### src/rtl/tt_sweep_ctrl_if.sv
// -----------------------------------------------------------------------------
// tt_sweep_ctrl_if
//   Groups the host-side and logic-block-side signals of tt_sweep_ctrl.
//
//   master : the environment (test/host controller plus the block under
//            evaluation). It drives start, abort and dut_out and observes
//            the results.
//   slave  : the sweep controller itself.
//
//   start       host -> ctrl   begin a sweep (accepted in IDLE only)
//   abort       host -> ctrl   cancel a sweep; wins over start
//   dut_out     block -> ctrl  output of the block under evaluation
//   drv_in1..4  ctrl -> block  block inputs, row = {in1,in2,in3,in4}
//   busy        ctrl -> host   high while settling/sampling
//   done        ctrl -> host   one-cycle completion pulse
//   pass        ctrl -> host   no mismatch at the last completed sweep
//   mismatch    ctrl -> host   bit r set if row r failed
//   first_fail  ctrl -> host   lowest failing row, 0 when none
// -----------------------------------------------------------------------------
interface tt_sweep_ctrl_if;
  logic        start;
  logic        abort;
  logic        dut_out;
  logic        drv_in1;
  logic        drv_in2;
  logic        drv_in3;
  logic        drv_in4;
  logic        busy;
  logic        done;
  logic        pass;
  logic [15:0] mismatch;
  logic [3:0]  first_fail;

  modport master (
    output start, abort, dut_out,
    input  drv_in1, drv_in2, drv_in3, drv_in4,
    input  busy, done, pass, mismatch, first_fail
  );

  modport slave (
    input  start, abort, dut_out,
    output drv_in1, drv_in2, drv_in3, drv_in4,
    output busy, done, pass, mismatch, first_fail
  );
endinterface

### src/rtl/tt_sweep_ctrl.sv
// -----------------------------------------------------------------------------
// tt_sweep_ctrl
//   Exhaustive truth-table sweeper for a 4-input / 1-output combinational
//   block. Rows 0..15 are driven in order; each row is held SETTLE cycles,
//   then dut_out is sampled and compared with TT[15-row] (row 0 = TT MSB).
//   Reports a per-row mismatch mask, the lowest failing row and a pass flag.
//
// Parameters
//   TT      expected truth table (default 16'h1D95)
//   SETTLE  settle cycles before sampling, >= 1
//   CNT_W   settle/sample counter width, must hold SETTLE and STABLE
//   STABLE  consecutive samples per row (multi-sample build only), >= 1
//
// Ports
//   clk    rising-edge clock
//   rst_n  synchronous active-low reset
//   bus    tt_sweep_ctrl_if.slave: start, abort, dut_out in;
//          drv_in1..4, busy, done, pass, mismatch, first_fail out
//
// Build option
//   TT_SWEEP_STABLE_EN : when defined, each row is sampled on STABLE
//   consecutive edges and fails if any sample differs (row hold becomes
//   SETTLE+STABLE cycles). When undefined, one sample per row.
// -----------------------------------------------------------------------------
module tt_sweep_ctrl #(
  parameter logic [15:0] TT     = 16'h1D95,
  parameter int unsigned SETTLE = 8,
  parameter int unsigned CNT_W  = 8,
  parameter int unsigned STABLE = 4
) (
  input  logic           clk,
  input  logic           rst_n,
  tt_sweep_ctrl_if.slave bus
);

`ifdef TT_SWEEP_STABLE_EN
  localparam int unsigned SAMPLE_CYC = STABLE;
`else
  // Single sample per row; STABLE has no effect in this build.
  localparam int unsigned SAMPLE_CYC = 1 + 0 * STABLE;
`endif

  localparam logic [CNT_W-1:0] SETTLE_LAST = CNT_W'(SETTLE - 1);
  localparam logic [CNT_W-1:0] SAMPLE_LAST = CNT_W'(SAMPLE_CYC - 1);

  typedef enum logic [1:0] {
    ST_IDLE,
    ST_SETTLE,
    ST_SAMPLE,
    ST_DONE
  } state_t;

  state_t           r_state;
  state_t           w_next;

  logic [3:0]       r_row;
  logic [CNT_W-1:0] r_cnt;
  logic [3:0]       r_drv;
  logic [15:0]      r_mismatch;
  logic [3:0]       r_first_fail;
  logic             r_pass;

  logic             w_start_ok;
  logic             w_active;
  logic             w_abort_act;
  logic             w_settle_last;
  logic             w_sample_last;
  logic             w_row_last;
  logic             w_expected;
  logic             w_miscmp;
  logic [15:0]      w_fail_bit;
  logic [15:0]      w_mismatch_nx;
  logic             w_busy;
  logic             w_done;

  // ---------------------------------------------------------------------------
  // Shared decode
  // ---------------------------------------------------------------------------
  assign w_start_ok    = (r_state == ST_IDLE) && bus.start && !bus.abort;
  assign w_active      = (r_state == ST_SETTLE) || (r_state == ST_SAMPLE);
  assign w_abort_act   = w_active && bus.abort;
  assign w_settle_last = (r_cnt == SETTLE_LAST);
  assign w_sample_last = (r_cnt == SAMPLE_LAST);
  assign w_row_last    = (r_row == 4'hF);

  assign w_expected    = TT[4'd15 - r_row];
  assign w_miscmp      = (bus.dut_out != w_expected);
  assign w_fail_bit    = 16'(w_miscmp) << r_row;
  // Mask including the current sample, so pass at DONE entry sees row 15.
  assign w_mismatch_nx = r_mismatch | w_fail_bit;

  // ---------------------------------------------------------------------------
  // FSM: state register
  // ---------------------------------------------------------------------------
  always_ff @(posedge clk) begin
    if (!rst_n) begin
      r_state <= ST_IDLE;
    end else begin
      r_state <= w_next;
    end
  end

  // ---------------------------------------------------------------------------
  // FSM: next-state logic
  // ---------------------------------------------------------------------------
  always_comb begin
    w_next = r_state;
    unique case (r_state)
      ST_IDLE: begin
        if (w_start_ok) begin
          w_next = ST_SETTLE;
        end
      end
      ST_SETTLE: begin
        if (bus.abort) begin
          w_next = ST_IDLE;
        end else if (w_settle_last) begin
          w_next = ST_SAMPLE;
        end
      end
      ST_SAMPLE: begin
        if (bus.abort) begin
          w_next = ST_IDLE;
        end else if (w_sample_last) begin
          w_next = w_row_last ? ST_DONE : ST_SETTLE;
        end
      end
      ST_DONE: begin
        w_next = ST_IDLE;
      end
      default: begin
        w_next = ST_IDLE;
      end
    endcase
  end

  // ---------------------------------------------------------------------------
  // FSM: state-decoded outputs
  // ---------------------------------------------------------------------------
  always_comb begin
    w_busy = 1'b0;
    w_done = 1'b0;
    unique case (r_state)
      ST_SETTLE: w_busy = 1'b1;
      ST_SAMPLE: w_busy = 1'b1;
      ST_DONE:   w_done = 1'b1;
      default: begin
        w_busy = 1'b0;
        w_done = 1'b0;
      end
    endcase
  end

  // ---------------------------------------------------------------------------
  // Datapath: row/counter, driven inputs and result registers
  // ---------------------------------------------------------------------------
  // The counter is reused: it counts settle cycles in SETTLE and sample
  // edges in SAMPLE, restarting from 0 on each phase change.
  always_ff @(posedge clk) begin
    if (!rst_n) begin
      r_row        <= '0;
      r_cnt        <= '0;
      r_drv        <= '0;
      r_mismatch   <= '0;
      r_first_fail <= '0;
      r_pass       <= 1'b0;
    end else if (w_abort_act) begin
      // Partial mismatch/first_fail are kept for inspection.
      r_row  <= '0;
      r_cnt  <= '0;
      r_drv  <= '0;
      r_pass <= 1'b0;
    end else begin
      unique case (r_state)
        ST_IDLE: begin
          if (w_start_ok) begin
            r_row        <= '0;
            r_cnt        <= '0;
            r_drv        <= '0;
            r_mismatch   <= '0;
            r_first_fail <= '0;
            r_pass       <= 1'b0;
          end
        end
        ST_SETTLE: begin
          if (w_settle_last) begin
            r_cnt <= '0;
          end else begin
            r_cnt <= r_cnt + CNT_W'(1);
          end
        end
        ST_SAMPLE: begin
          r_mismatch <= w_mismatch_nx;
          // Rows ascend, so the first miscompare is also the lowest row.
          if (w_miscmp && (r_mismatch == '0)) begin
            r_first_fail <= r_row;
          end
          if (w_sample_last) begin
            r_cnt <= '0;
            if (w_row_last) begin
              r_row  <= '0;
              r_drv  <= '0;
              r_pass <= (w_mismatch_nx == '0);
            end else begin
              r_row <= r_row + 4'd1;
              r_drv <= r_row + 4'd1;
            end
          end else begin
            r_cnt <= r_cnt + CNT_W'(1);
          end
        end
        ST_DONE: begin
          r_cnt <= '0;
        end
        default: begin
          r_cnt <= '0;
        end
      endcase
    end
  end

  // ---------------------------------------------------------------------------
  // Output mapping
  // ---------------------------------------------------------------------------
  assign bus.drv_in1    = r_drv[3];
  assign bus.drv_in2    = r_drv[2];
  assign bus.drv_in3    = r_drv[1];
  assign bus.drv_in4    = r_drv[0];
  assign bus.busy       = w_busy;
  assign bus.done       = w_done;
  assign bus.pass       = r_pass;
  assign bus.mismatch   = r_mismatch;
  assign bus.first_fail = r_first_fail;

endmodule

### src/flat_wrapper.sv
// flat-port wrapper written by rule: the top's interface ports become plain ports
module tt_sweep_ctrl_flat 
#(
  parameter logic [15:0] TT     = 16'h1D95,
  parameter int unsigned SETTLE = 8,
  parameter int unsigned CNT_W  = 8,
  parameter int unsigned STABLE = 4
)
  (clk, rst_n, bus_start, bus_abort, bus_dut_out, bus_drv_in1, bus_drv_in2, bus_drv_in3, bus_drv_in4, bus_busy, bus_done, bus_pass, bus_mismatch, bus_first_fail);
  tt_sweep_ctrl_if bus_i ();
  input  logic clk;
  input  logic rst_n;
  input wire logic [$bits(bus_i.start)-1:0] bus_start;
  input wire logic [$bits(bus_i.abort)-1:0] bus_abort;
  input wire logic [$bits(bus_i.dut_out)-1:0] bus_dut_out;
  output wire logic [$bits(bus_i.drv_in1)-1:0] bus_drv_in1;
  output wire logic [$bits(bus_i.drv_in2)-1:0] bus_drv_in2;
  output wire logic [$bits(bus_i.drv_in3)-1:0] bus_drv_in3;
  output wire logic [$bits(bus_i.drv_in4)-1:0] bus_drv_in4;
  output wire logic [$bits(bus_i.busy)-1:0] bus_busy;
  output wire logic [$bits(bus_i.done)-1:0] bus_done;
  output wire logic [$bits(bus_i.pass)-1:0] bus_pass;
  output wire logic [$bits(bus_i.mismatch)-1:0] bus_mismatch;
  output wire logic [$bits(bus_i.first_fail)-1:0] bus_first_fail;
  assign bus_i.start = bus_start;
  assign bus_i.abort = bus_abort;
  assign bus_i.dut_out = bus_dut_out;
  assign bus_drv_in1 = bus_i.drv_in1;
  assign bus_drv_in2 = bus_i.drv_in2;
  assign bus_drv_in3 = bus_i.drv_in3;
  assign bus_drv_in4 = bus_i.drv_in4;
  assign bus_busy = bus_i.busy;
  assign bus_done = bus_i.done;
  assign bus_pass = bus_i.pass;
  assign bus_mismatch = bus_i.mismatch;
  assign bus_first_fail = bus_i.first_fail;
  tt_sweep_ctrl #(.TT(TT), .SETTLE(SETTLE), .CNT_W(CNT_W), .STABLE(STABLE)) u_core (.clk(clk), .rst_n(rst_n), .bus(bus_i));
endmodule
### config.mk
export PLATFORM = sky130hd
export DESIGN_NAME = tt_sweep_ctrl_flat
export DESIGN_NICKNAME = d
export VERILOG_FILES = /design/src/rtl/tt_sweep_ctrl_if.sv /design/src/rtl/tt_sweep_ctrl.sv /design/src/flat_wrapper.sv
export SDC_FILE = /design/constraint.sdc
export NUM_CORES = 1
export LEC_CHECK = 0
export CAP_MARGIN = 5
export CELL_PAD_IN_SITES_DETAIL_PLACEMENT = 1
export CELL_PAD_IN_SITES_GLOBAL_PLACEMENT = 2
export CORE_UTILIZATION = 34
export DETAILED_ROUTE_END_ITERATION = 8
export HOLD_SLACK_MARGIN = 0.15
export PLACE_DENSITY_LB_ADDON = 0.05
export SYNTH_ARGS = -nofsm -noshare
export SYNTH_HDL_FRONTEND = slang
export SYNTH_SLANG_ARGS = --single-unit
export TNS_END_PERCENT = 5
### constraint.sdc
create_clock -name clk -period 3.3 [get_ports clk]
set_clock_uncertainty 0.15 [all_clocks]
set_input_delay 0.66 -clock clk [delete_from_list [all_inputs] [get_ports clk]]
set_output_delay 0.66 -clock clk [all_outputs]
set_load 0.01 [all_outputs]
==> summary.txt <==
Place
  – RePlAce Congestion: 0.712
  – Post-Place Worst Slack: 544 ps
  – Detailed placer's ending HPWL: 4490 um
  – Cells after DPL: 344
  – Buffers on Ports: 31
  – Area after DPL: 2430 um^2

Power and ir drop
  – Sequential fraction of design power: 46.8%
  – Clock power frac: 38.2%
  – Overall power: 917 uW
  – Leak: 0.000858 uW
  – Pwr per Cell Area: 362 nW/um^2
  – Maximum vdd ir drop: 260 uV
  – Psw: 251 uW
  – Net Sw Frac: 27.4%
  – P_int: 666 uW
  – Combinational Power Share: 15.1%

Routing
  – DR iter-0 viols: 121
  – WL/cell: 17.1 um
  – Vias/cell: 5.58
  – Met2 WL: 2380 um
  – Metal3 WL: 214 um
  – Highest routed layer: met4
  – Routed metal-1 wirelength: 3390 um
  – Final WL: 6030 um
  – Total number of vias: 1963
  – DRC viols: 0
  – Remaining antenna violation count: 0
  – Detailed Routing Iterations Pass 1: 4

Synth
  – YS warnings: 0
  – Most common library cells after synthesis: 35 x dfxtp_1, 26 x nand2_1, 21 x nor2_1
  – Post-Syn Nets: 261
  – Synthesized cell area: 2060 um^2
  – Post-synth EDFFs: 0
  – Synthesized flop and latch total: 35
  – Synthesized area per cell: 8.29 um^2
  – Synth async-reset ratio: 0%
  – Synth Instances: 248
  – Post-synthesis sequential area ratio: 34.1%
  – Synth Flop Type: dfxtp_1
  – Leading area contributor after synthesis: dfxtp_1
  – Top cells by area, synth: dfxtp_1 34%, ha_1 4.9%, nand2_1 4.7%
  – Library cells used by synthesis: 48
  – Top-count cell post-synth: dfxtp_1
  – Post-synth top area share: 34.1%

Finish
  – Design area: 2530 um^2
  – Share of cells above drive strength 1: 8.57%
  – Post-route insts no fill: 352
  – Final #Nets: 292
  – Antenna Cells: 0
  – Layout area overhead: 23.3%

Timing
  – TNS Setup: 0 ps
  – Measured slew at the worst slew-check pin: 657 ps
  – Final setup fails: 0
  – F_max: 397 MHz
  – Final hold vios: 0
  – Final Max Tran Viols: 0
  – Tcrit/Tclk final: 76.3%
  – Slew Limit Headroom: 55.9%
  – Min cycle time layout: 2520 ps
  – RSZ-0062 raised after global routing: no
  – PnR worst setup slack: 780 ps

Setup path
  – CP Data Required Time: 2490 ps
  – Crit path capture type: primary output
  – R2r setup slk: 930 ps
  – Critical path startpoint category: flip-flop
  – Worst EP arrival: 1710 ps
  – Worst-path maximum fanout: 5
  – R2R Path End: u_core.bus.mismatch[12]
  – R2R Path Start: u_core.r_state[0]
  – Path type of the worst setup path: reg -> out
  – R2r worst-path depth: 6

Die
  – Num rows: 27
  – Total die area: 6360 um^2
  – Initial core utilization: 36.2%
  – Die X-Extent: 79.8 um
  – Core area: 5680 um^2
  – Height of the die: 79.8 um
  – # IOs: 32

Clock network
  – Longest Clk Path Bufs: 2
  – CTS buffer count: 5
  – Root buf cell: clkbuf_8
  – H-tree levels: 2
  – Clock slew seen by the registers of the worst setup and hold paths: 70 ps
  – CTS tree: done
  – Resize count post-CTS: 0
  – CTS Sinks: 35
  – Postcts setup bufs: 0
  – # hold bufs at CTS: 0
  – Clk_lat worst skew: 290 ps

Min path
  – End of the worst hold path: u_core.bus.pass
  – WHS Path Cells: 2
  – Min-delay src: u_core.bus.pass
  – Min-delay worst type: reg -> reg

Global route
  – Pin count of the biggest net entering global routing: 17
  – Grt ovf: 0
  – Global-route wire length before repair: 10000 um
  – Initial antenna violation count: 0
  – Vias in the first global route: 1918
  – GRT Total Usage: 20.7%

Run status
  – Status: completed

Flow run
  – Max-cap violations: 0
==> critical path: stages (launching register included) <==
cell and delay, ps:
dfxtp_1 390, inv_1 100, ha_1 370, clkdlybuf4s50_1 560
==> state kept, by name (all words and copies together) (netlist names) <==
register / count
u_core.r_state: 2
u_core.bus.first_fail: 4
u_core.bus.pass: 1
u_core.r_cnt: 8
u_core.bus.mismatch: 16
u_core.r_row: 4
==> through the flow <==
stage	utilization (%)	hold slack, ps
after CTS	44.7	313
after detailed placement	42.9	303
after floorplan	-	318
after global placement	42.9	301
final	44.7	308
after global routing	44.7	329
==> how the worst max path moves through the flow <==
stage                                to  slack (ps)         startpoint
2_1_floorplan  u_core.bus.first_fail[0]        1290  u_core.r_state[0]
3_3_place_gp    u_core.bus.mismatch[12]         650          bus_abort
3_5_place_dp    u_core.bus.mismatch[12]         540          bus_abort
4_1_cts                        bus_busy         750  u_core.r_state[0]
5_1_grt         u_core.bus.mismatch[12]         610          bus_abort
6_report                       bus_busy         780  u_core.r_state[0]
==> layer usage <==
metal | track usage [%] | up-vias
met1 | 33.4 | 941
met5 | 0 | -
met2 | 26.8 | 34
li1 | - | 983
met4 | 6.43 | 0
met3 | 3.54 | 5
==> cell usage in the layout (no fill, tap or decap), types with 2 or more instances in the layout <==
cell type	instances
mux2i_1	5
dfxtp_1	35
nor3_1	3
nor2b_1	3
nor2_1	21
o31ai_1	3
nand2b_1	7
buf_4	8
o211a_1	2
ha_1	8
and2_1	3
clkdlybuf4s50_1	31
nor4_1	11
nand3_1	10
clkbuf_8	7
o211ai_1	5
a21oi_1	10
a2111oi_0	2
o21ai_1	2
xor2_1	2
nand2_1	26
a21o_1	2
nand4_1	12
o21a_1	12
o2111ai_1	2
or3b_2	2
inv_1	11
o21ai_0	3
a31oi_1	6
a32oi_1	2
a41oi_1	7
==> power groups by stage <==
stage                     clock, uW  combinational [uW]  sequential (uW)
after floorplan                   0                92.3              438
after global placement            0                 138              438
after detailed placement          0                 139              439
after CTS                       362                 139              429
after global routing            382                 153              429
final                           350                 138              429
==> cell type report <==
type                            count  area (um^2)
Fill cell                         711         3140
Multi-Input combinational cell    187         1230
Sequential cell                    35          701
Timing Repair Buffer               39          370
Clock buffer                        8          100
Tap cell                           72         90.1
Inverter                           11         41.3
==> logic make-up after synthesis <==
kind of cell	after synthesis	synth area share, %
muxes	6	3.16
DFF	35	34.1
xor gates and xnor gates	3	1.28
and+or+nand+nor	104	26.1
adders and majority gates	8	4.87
buffers and inverters	26	5.96
AOI/OAI and AO/OA	66	24.5
(Power assumes the default switching activity.)
